### config.mk
export PLATFORM = sky130hd
export DESIGN_NAME = adpcm_stream_ctrl
export DESIGN_NICKNAME = d
export VERILOG_FILES = /design/src/rtl/adpcm_pkg.sv /design/src/rtl/adpcm_byte_fifo.sv /design/src/rtl/adpcm_stream_ctrl.sv
export SDC_FILE = /design/constraint.sdc
export NUM_CORES = 1
export LEC_CHECK = 0
export BUFFER_PORTS_ARGS = -buffer_cell sky130_fd_sc_hd__buf_4
export CAP_MARGIN = 20
export CORE_ASPECT_RATIO = 1.5
export CORE_UTILIZATION = 59
export CTS_CLUSTER_SIZE = 28
export DETAILED_ROUTE_END_ITERATION = 10
export GPL_ROUTABILITY_DRIVEN = 1
export GPL_TIMING_DRIVEN = 0
export PLACE_DENSITY = 0.85
export SLEW_MARGIN = 15
export SYNTH_ARGS = -nofsm -noshare
export SYNTH_HDL_FRONTEND = slang
export SYNTH_HIERARCHICAL = 1
export SYNTH_SLANG_ARGS = --single-unit
### constraint.sdc
create_clock -name clk -period 2.4 [get_ports clk]
set_input_delay 0.36 -clock clk [delete_from_list [all_inputs] [get_ports clk]]
set_output_delay 0.36 -clock clk [all_outputs]
set_load 0.1 [all_outputs]
### src/rtl/adpcm_pkg.sv
// Shared types and widths for the ADPCM stream controller and its byte path.
package adpcm_pkg;
    typedef enum logic [1:0] {
        S_IDLE   = 2'd0,
        S_WARMUP = 2'd1,
        S_RUN    = 2'd2,
        S_DRAIN  = 2'd3
    } state_t;

    localparam int NIBBLE_W = 4;
    localparam int BYTE_W   = 8;
endpackage

### src/rtl/adpcm_byte_fifo.sv
// Small synchronous FIFO with a registered head entry and a drop flag for pushes refused while full.
module adpcm_byte_fifo #(
    parameter int WIDTH = 8,
    parameter int DEPTH = 4
) (
    input  logic             clk,
    input  logic             rst_n,
    input  logic             push,
    input  logic [WIDTH-1:0] push_data,
    input  logic             pop,
    output logic [WIDTH-1:0] head_data,
    output logic             full,
    output logic             empty,
    output logic             dropped
);
    localparam int AW = $clog2(DEPTH);

    logic [AW:0]      wr_ptr_reg;
    logic [AW:0]      rd_ptr_reg;
    logic [WIDTH-1:0] mem_reg [DEPTH];
    logic             do_pop;
    logic             do_push;

    // The extra pointer bit separates a full FIFO from an empty one.
    assign empty   = (wr_ptr_reg == rd_ptr_reg);
    assign full    = (wr_ptr_reg[AW] != rd_ptr_reg[AW]) &&
                     (wr_ptr_reg[AW-1:0] == rd_ptr_reg[AW-1:0]);
    assign do_pop  = pop && !empty;
    assign do_push = push && (!full || do_pop);
    assign dropped = push && full && !do_pop;

    assign head_data = mem_reg[rd_ptr_reg[AW-1:0]];

    always_ff @(posedge clk or negedge rst_n) begin
        if (!rst_n) begin
            wr_ptr_reg <= '0;
            rd_ptr_reg <= '0;
            for (int i = 0; i < DEPTH; i++) begin
                mem_reg[i] <= '0;
            end
        end else begin
            if (do_push) begin
                mem_reg[wr_ptr_reg[AW-1:0]] <= push_data;
                wr_ptr_reg                  <= wr_ptr_reg + 1'b1;
            end
            if (do_pop) begin
                rd_ptr_reg <= rd_ptr_reg + 1'b1;
            end
        end
    end
endmodule

### src/rtl/adpcm_stream_ctrl.sv
// Run sequencer for the CIC+ADPCM compressor: clock dividers, block enable,
// warm-up discard, nibble packing and a byte FIFO with valid/ready output.
module adpcm_stream_ctrl
    import adpcm_pkg::*;
#(
    parameter int PDM_DIV    = 4,
    parameter int DECIM      = 16,
    parameter int WARMUP     = 4,
    parameter int FIFO_DEPTH = 4
) (
    input  logic                clk,
    input  logic                rst_n,
    input  logic                start,
    input  logic                stop,
    output logic                pdm_clk,
    output logic                slow_clk,
    output logic                blk_en,
    input  logic                enc_valid,
    input  logic [NIBBLE_W-1:0] enc_code,
    output logic [BYTE_W-1:0]   byte_data,
    output logic                byte_valid,
    input  logic                byte_ready,
    output logic                overflow,
    output logic                busy
);
    localparam int PW = $clog2(PDM_DIV);
    localparam int DW = $clog2(DECIM);
    localparam int WW = $clog2(WARMUP + 1);

    state_t              state_reg, state_next;
    logic [PW-1:0]       pdm_cnt_reg;
    logic                pdm_clk_reg;
    logic [DW-1:0]       rise_cnt_reg;
    logic                slow_clk_reg;
    logic [2:0]          sync_reg;
    logic                enc_edge;
    logic [WW-1:0]       warm_cnt_reg;
    logic                half_reg;
    logic [NIBBLE_W-1:0] nibble_reg;
    logic                overflow_reg;
    logic                keep_running;
    logic                push;
    logic [BYTE_W-1:0]   push_data;
    logic                fifo_full;
    logic                fifo_empty;
    logic                fifo_dropped;

    assign enc_edge = sync_reg[1] & ~sync_reg[2];

    always_ff @(posedge clk or negedge rst_n) begin
        if (!rst_n) begin
            state_reg <= S_IDLE;
        end else begin
            state_reg <= state_next;
        end
    end

    always_comb begin
        state_next = state_reg;
        case (state_reg)
            S_IDLE:   if (start) state_next = S_WARMUP;
            S_WARMUP: begin
                if (stop) begin
                    state_next = S_IDLE;
                end else if (enc_edge && warm_cnt_reg == WW'(WARMUP - 1)) begin
                    state_next = S_RUN;
                end
            end
            S_RUN:    if (stop) state_next = S_DRAIN;
            S_DRAIN:  state_next = S_IDLE;
            default:  state_next = S_IDLE;
        endcase
    end

    assign blk_en       = (state_reg == S_WARMUP) || (state_reg == S_RUN);
    assign keep_running = blk_en && ((state_next == S_WARMUP) || (state_next == S_RUN));

    // Dividers clear on the exit edge so both clocks read low in the same cycle blk_en drops.
    always_ff @(posedge clk or negedge rst_n) begin
        if (!rst_n) begin
            pdm_cnt_reg  <= '0;
            pdm_clk_reg  <= 1'b0;
            rise_cnt_reg <= '0;
            slow_clk_reg <= 1'b0;
        end else if (!keep_running) begin
            pdm_cnt_reg  <= '0;
            pdm_clk_reg  <= 1'b0;
            rise_cnt_reg <= '0;
            slow_clk_reg <= 1'b0;
        end else begin
            pdm_cnt_reg <= (pdm_cnt_reg == PW'(PDM_DIV - 1)) ? '0 : pdm_cnt_reg + 1'b1;
            if (pdm_cnt_reg == PW'(PDM_DIV / 2 - 1)) begin
                pdm_clk_reg  <= 1'b1;
                slow_clk_reg <= (rise_cnt_reg >= DW'(DECIM / 2));
                rise_cnt_reg <= (rise_cnt_reg == DW'(DECIM - 1)) ? '0 : rise_cnt_reg + 1'b1;
            end else if (pdm_cnt_reg == PW'(PDM_DIV - 1)) begin
                pdm_clk_reg <= 1'b0;
            end
        end
    end

    assign pdm_clk  = pdm_clk_reg;
    assign slow_clk = slow_clk_reg;

    always_ff @(posedge clk or negedge rst_n) begin
        if (!rst_n) begin
            sync_reg <= '0;
        end else begin
            sync_reg <= {sync_reg[1:0], enc_valid};
        end
    end

    // enc_code is held stable by the encoder while enc_valid is high, so it is sampled directly.
    always_ff @(posedge clk or negedge rst_n) begin
        if (!rst_n) begin
            warm_cnt_reg <= '0;
            half_reg     <= 1'b0;
            nibble_reg   <= '0;
            overflow_reg <= 1'b0;
        end else begin
            if (state_reg == S_IDLE && start) begin
                warm_cnt_reg <= '0;
                overflow_reg <= 1'b0;
            end else begin
                if (fifo_dropped) overflow_reg <= 1'b1;
                if (state_reg == S_WARMUP && enc_edge) warm_cnt_reg <= warm_cnt_reg + 1'b1;
            end
            if (state_next == S_IDLE) begin
                half_reg <= 1'b0;
            end else if (state_reg == S_RUN && enc_edge) begin
                if (!half_reg) nibble_reg <= enc_code;
                half_reg <= !half_reg;
            end
        end
    end

    always_comb begin
        push      = 1'b0;
        push_data = {enc_code, nibble_reg};
        if (state_reg == S_RUN && enc_edge && half_reg) begin
            push = 1'b1;
        end else if (state_reg == S_DRAIN && half_reg) begin
            push      = 1'b1;
            push_data = {NIBBLE_W'(0), nibble_reg};
        end
    end

    adpcm_byte_fifo #(
        .WIDTH (BYTE_W),
        .DEPTH (FIFO_DEPTH)
    ) u_fifo (
        .clk       (clk),
        .rst_n     (rst_n),
        .push      (push),
        .push_data (push_data),
        .pop       (byte_ready),
        .head_data (byte_data),
        .full      (fifo_full),
        .empty     (fifo_empty),
        .dropped   (fifo_dropped)
    );

    assign byte_valid = !fifo_empty;
    assign overflow   = overflow_reg;
    assign busy       = (state_reg != S_IDLE) || !fifo_empty;
endmodule

### Word-level counts from Yosys, hierarchy flattened

Index checks and enable logic that the tools add are counted.

| word-level totals | value |
|---|---|
| input bits | 10 |
| flip-flop bits (word level) | 60 |
| word-level logic and storage cells | 104 |
| output and inout bits | 14 |

| operators by class | value |
|---|---|
| reductions and logical operators | 28 |
| eq/ne operators | 14 |
| magnitude comparators | 4 |
| bitwise logic cells | 6 |
| muxes and demuxes | 31 |
| $add $sub $neg | 5 |

Operator list:

| cell | count |
|---|---|
| $mux 8 | 5 |
| $bwmux 32 | 1 |
| $bmux 8 s2 | 1 |
| $demux 8 s2 | 1 |
| $logic_and 1x1->1 | 13 |
| $mux 2 | 6 |
| $mux 4 | 3 |
| $mux 1 | 11 |
| $add 3x1->3 const B | 3 |
| $eq 2x2->1 const B | 4 |
| $pmux 2 s4 | 1 |
| $reduce_bool 2->1 | 4 |
| $eq 2x1->1 const B | 3 |
| $ge 3x3->1 const B | 2 |
| $mux 3 | 2 |
| $not 2->3 | 2 |
| $add 4x1->4 const B | 1 |
| $eq 4x4->1 const B | 1 |
| $ge 4x4->1 const B | 1 |
| $logic_not 1->1 | 4 |
| $logic_not 2->1 | 2 |
| $logic_or 1x1->1 | 4 |
| $eq 3x2->1 const B | 1 |
| $eq 3x3->1 | 1 |
| other kinds (9) | 11 |

### Depth between registers and ports, before layout

| depth | value |
|---|---|
| word-level depth | 10 |
| mapped depth | 8 |
| gate-level depth less buffers | 8 |

### Cells and area by module

Netlist, hierarchy kept.

Modules (own cells, without submodules):

| module | area an instance (um^2) | instances | cells each |
|---|---|---|---|
| adpcm_byte_fifo | 1900.6 | 1 | 116 |
| adpcm_stream_ctrl | 1134.8 | 1 | 104 |

### Least setup slack after synthesis

OpenSTA, ideal clock, no wires.

| timing path | value |
|---|---|
| path kind | register to output |
| start | reg u_fifo.rd_ptr_reg[0] |
| end | out busy |
| arrival | 1.856 ns |
| cell stages (with the launch flop) | 5 |
| setup slack | 0.184 ns |
| cells stage by stage | dfrtp_1 buf_4 xor2_2 nor3_1 nand2_1 |

| between the ends | value |
|---|---|
| cells in the longest elaborated chain, start to end | 3 |

RTL lines:

| item | RTL line | RTL |
|---|---|---|
| from (decl) | adpcm_byte_fifo.sv:19 | `logic [AW:0] rd_ptr_reg;` |
| from (signal assigned) | adpcm_byte_fifo.sv:47 | `rd_ptr_reg <= rd_ptr_reg + 1'b1;` |
| $eq 3x3->1 | adpcm_byte_fifo.sv:25 | `assign empty = (wr_ptr_reg == rd_ptr_reg);` |
| via fifo_empty | adpcm_stream_ctrl.sv:45 | `logic fifo_empty;` |
| $logic_not 1->1 | adpcm_stream_ctrl.sv:165 | `assign busy = (state_reg != S_IDLE) \|\| !fifo_empty;` |
| $logic_or 1x1->1 | adpcm_stream_ctrl.sv:165 |  |
| to (decl) | adpcm_stream_ctrl.sv:24 | `output logic busy` |

The timed path passes the listed nets, and every way through them passes these cells.

### Worst setup path after layout

| timing path | value |
|---|---|
| start | reg warm_cnt_reg[0] |
| end | reg nibble_reg[0] |

| between the ends | value |
|---|---|
| cells in the longest elaborated chain, start to end | 8 |

RTL lines:

| item | RTL line | RTL |
|---|---|---|
| from (decl) | adpcm_stream_ctrl.sv:37 | `logic [WW-1:0] warm_cnt_reg;` |
| from (signal assigned) | adpcm_stream_ctrl.sv:126 | `if (state_reg == S_WARMUP && enc_edge) warm_cnt_reg <= warm_cnt_reg + 1'b1;` |
| $eq 3x2->1 | adpcm_stream_ctrl.sv:65 | `end else if (enc_edge && warm_cnt_reg == WW'(WARMUP - 1)) begin` |
| $logic_and 1x1->1 | adpcm_stream_ctrl.sv:65 |  |
| $mux 2 | adpcm_stream_ctrl.sv:65 |  |
| $mux 2 | adpcm_stream_ctrl.sv:63 | `if (stop) begin` |
| $pmux 2 s4 | adpcm_stream_ctrl.sv:60 | `case (state_reg)` |
| $logic_not 2->1 | adpcm_stream_ctrl.sv:128 | `if (state_next == S_IDLE) begin` |
| $not 1->1 (no line) | - |  |
| $reduce_and 3->1 (no line) | - |  |
| to (signal assigned) | adpcm_stream_ctrl.sv:131 | `if (!half_reg) nibble_reg <= enc_code;` |
| to (decl) | adpcm_stream_ctrl.sv:39 | `logic [NIBBLE_W-1:0] nibble_reg;` |

Every way passes these cells.
A chain may end at the register's enable or synchronous reset.

==> flow_summary.yaml <==
sta:
  rsz0062_at_grt: "no"
  whs_ns: 0.0876
  worst_slew_pin_slew_ns: 0.835
  period_needed_ns: 2.28
  setup_viol: 0
  max_freq_mhz: 438
  hold_viol_final: 0
  slew-limit-headroom_pct: 44.1
  slew_violations: 0
  finalSetupTns_ns: 0
  fin_crit_sh_pct: 95.0
  clock_skew_ns: 0.0105
setup_path:
  reg2reg_from: "warm_cnt_reg[0]"
  worstRegToRegCells: 8
  critPathCaptureType: "flip-flop"
  path_class: "reg -> reg"
  cp-start-kind: "flip-flop"
  required_ns: 2.63
  r2r-end: "nibble_reg[0]"
  cp.arrival_ns: 2.51
  cp_max_fo: 4
  r2r_slack_ns: 0.12
grt:
  grt_pass1_wl_microns: 8810
  grt_pass1_vias: 1983
  grt_use_total_pct: 22.5
  grt_start_max_net_pins: 61
  gr-total-overflow: 0
  antenna_found_initial: 0
cells_and_area:
  largest_reg_flops: 32
  utilization_pct: 72.9
  final_layout_size_suffix_gt1_share_pct: 39.1
  n_fill_cell: 347
  diodes: 0
  nets: 280
  syn_to_final_growth_pct: 17.3
cts:
  numCtsBuffers: 9
  postCtsSetupBuffers: 0
  cts.path.max_buffers: 2
  tritoncts: "built"
  clockRootBuffer: "clkbuf_8"
  clk_pin_slew_ns: 0.07
  clkLatencyLatePin_ns: 0.34
  htreeDepth: 3
  cts_sinks: 60
route:
  drc: 0
  firstDrtPassIters: 4
  antenna_left: 0
  drt-initial-drc-count: 40
  vias: 1842
  wire_per_inst_microns: 16.3
  drt-vias-per-instance: 5.69
  wl_microns: 5270
pwr:
  p_leak_uw: 0.00172
  p_per_area_nw_per_um2: 928
  vdd_drop_max_mv: 0.793
  finalPower_uw: 3310
synthesis:
  synth_top_area_cell: "dfrtp_1"
  ys_ff_latch: 60
  synth_area_leaders: "dfrtp_1 (49%), mux2_2 (12%), ha_1 (7.0%)"
  syn_area_sq_um: 3040
  async_reset_ff_share_pct: 100
  syn_area_per_cell_sq_um: 13.8
  synth-main-ff-cell: "dfrtp_1"
  synthCells: 220
  synth_edf_count: 0
  seq_area_frac_synth_pct: 49.5
  yosysTopAreaCellShare_pct: 49.5
  yosysUniqueCellTypes: 40
  yosysWarnings: 6
  synth_nets: 247
run_status:
  status: "completed"
placement:
  dp_hpwl_microns: 3620
  place.port_buffers: 22
  gp_congestion: 0.738
floorplanning:
  coreArea_sq_um: 4890
  fp-row-count: 31
  die_y_microns: 89.8
  start_util_pct: 62.1
  top_level_ports: 24
  die_w_microns: 60.6
  dieArea_sq_um: 5440
job:
  cap_violations: 0
worst_hold_path:
  hp-class: "in -> async"
-- critical path, cell delays in order (launching register included) --
cell     delay, ns
dfrtp_1       0.39
ha_1          0.21
ha_1          0.19
and3b_2       0.20
nor2_1        0.13
o31ai_1       0.09
ha_1          0.23
or3_4         0.42
mux2_4        0.31
-- cell type report --
type,count,area (sq um),area share [%]
buffer,6,43.8,1.23
clock buffer,11,151,4.25
clock inverter,5,108,3.02
inverter,12,45.0,1.26
multi-input combinational,142,1460,41.1
sequential,60,1500,42.2
tap,66,82.6,2.32
timing repair buffer,22,165,4.64
-- cell usage in the layout, fill, tap and decap left out, drive strengths merged, types with 4 or more instances in the layout --
cell,count
inv,12
xnor2,5
buf,27
xor2,5
clkbuf,12
ha,17
nor2b,4
nor2,11
nor3,4
mux4,8
a21oi,8
mux2,38
and2,4
dfrtp,60
nand2,5
o41ai,5
-- repair_timing --
action	CTS	global route
endpoints found under the setup margin	2	37
hold buffers	0	0
resized for setup	1	3
-- kinds of logic after synthesis --
logic type | Yosys count | share of synthesized area (%)
buffers and inverters | 18 | 2.93
flip-flops | 60 | 49.5
adder cells (fa/ha/maj) | 17 | 7.01
AO/OA/AOI/OAI | 24 | 7.91
XOR/XNOR | 10 | 3.38
multiplexers | 49 | 21.5
AND/OR/NAND/NOR | 42 | 7.79
-- routing by layer --
metal,routed length [microns],part of all wire [%],GRT usage [%],vias to the layer above
met1,2120,40,24.8,929
met4,216,4.1,13.4,0
met2,2760,52,37.2,34
met5,0,0,0,-
met3,172,3.3,5.90,21
li1,-,-,-,858
-- cell usage after synthesis (all sizes together) (5+ instances only) --
library cell / instances
a21oi: 8
buf: 5
dfrtp: 60
ha: 17
inv: 12
mux2: 38
mux4: 8
nand2: 5
nor2: 11
o41ai: 5
xnor2: 5
xor2: 5
-- through the flow --
stage	setup slack (ns)	area [sq um]	cells
after global routing	0.0202	3560	324
after floorplan	0.184	3040	220
after CTS	0.108	3550	324
after detailed placement	0.117	3280	308
final	0.119	3560	324
after global placement	0.158	3280	308
-- worst max path at each step --
stage	from	end	slack [ns]	cells after the start
after floorplan	u_fifo/rd_ptr_reg[0]	busy	0.18	4
after global placement	state_reg[0]	u_fifo/mem_reg[31]	0.16	7
after detailed placement	warm_cnt_reg[0]	nibble_reg[1]	0.12	8
after CTS	state_reg[0]	u_fifo/mem_reg[2]	0.11	7
after global routing	warm_cnt_reg[0]	nibble_reg[1]	0.02	8
final	warm_cnt_reg[0]	nibble_reg[0]	0.12	8
-- power breakdown --
part           leakage (uW)  switching (uW)  internal, uW
registers          0.000820            76.8          1090
logic              0.000775             659           330
clock network      0.000130             397           750
Power figures use the tool's default switching activity.
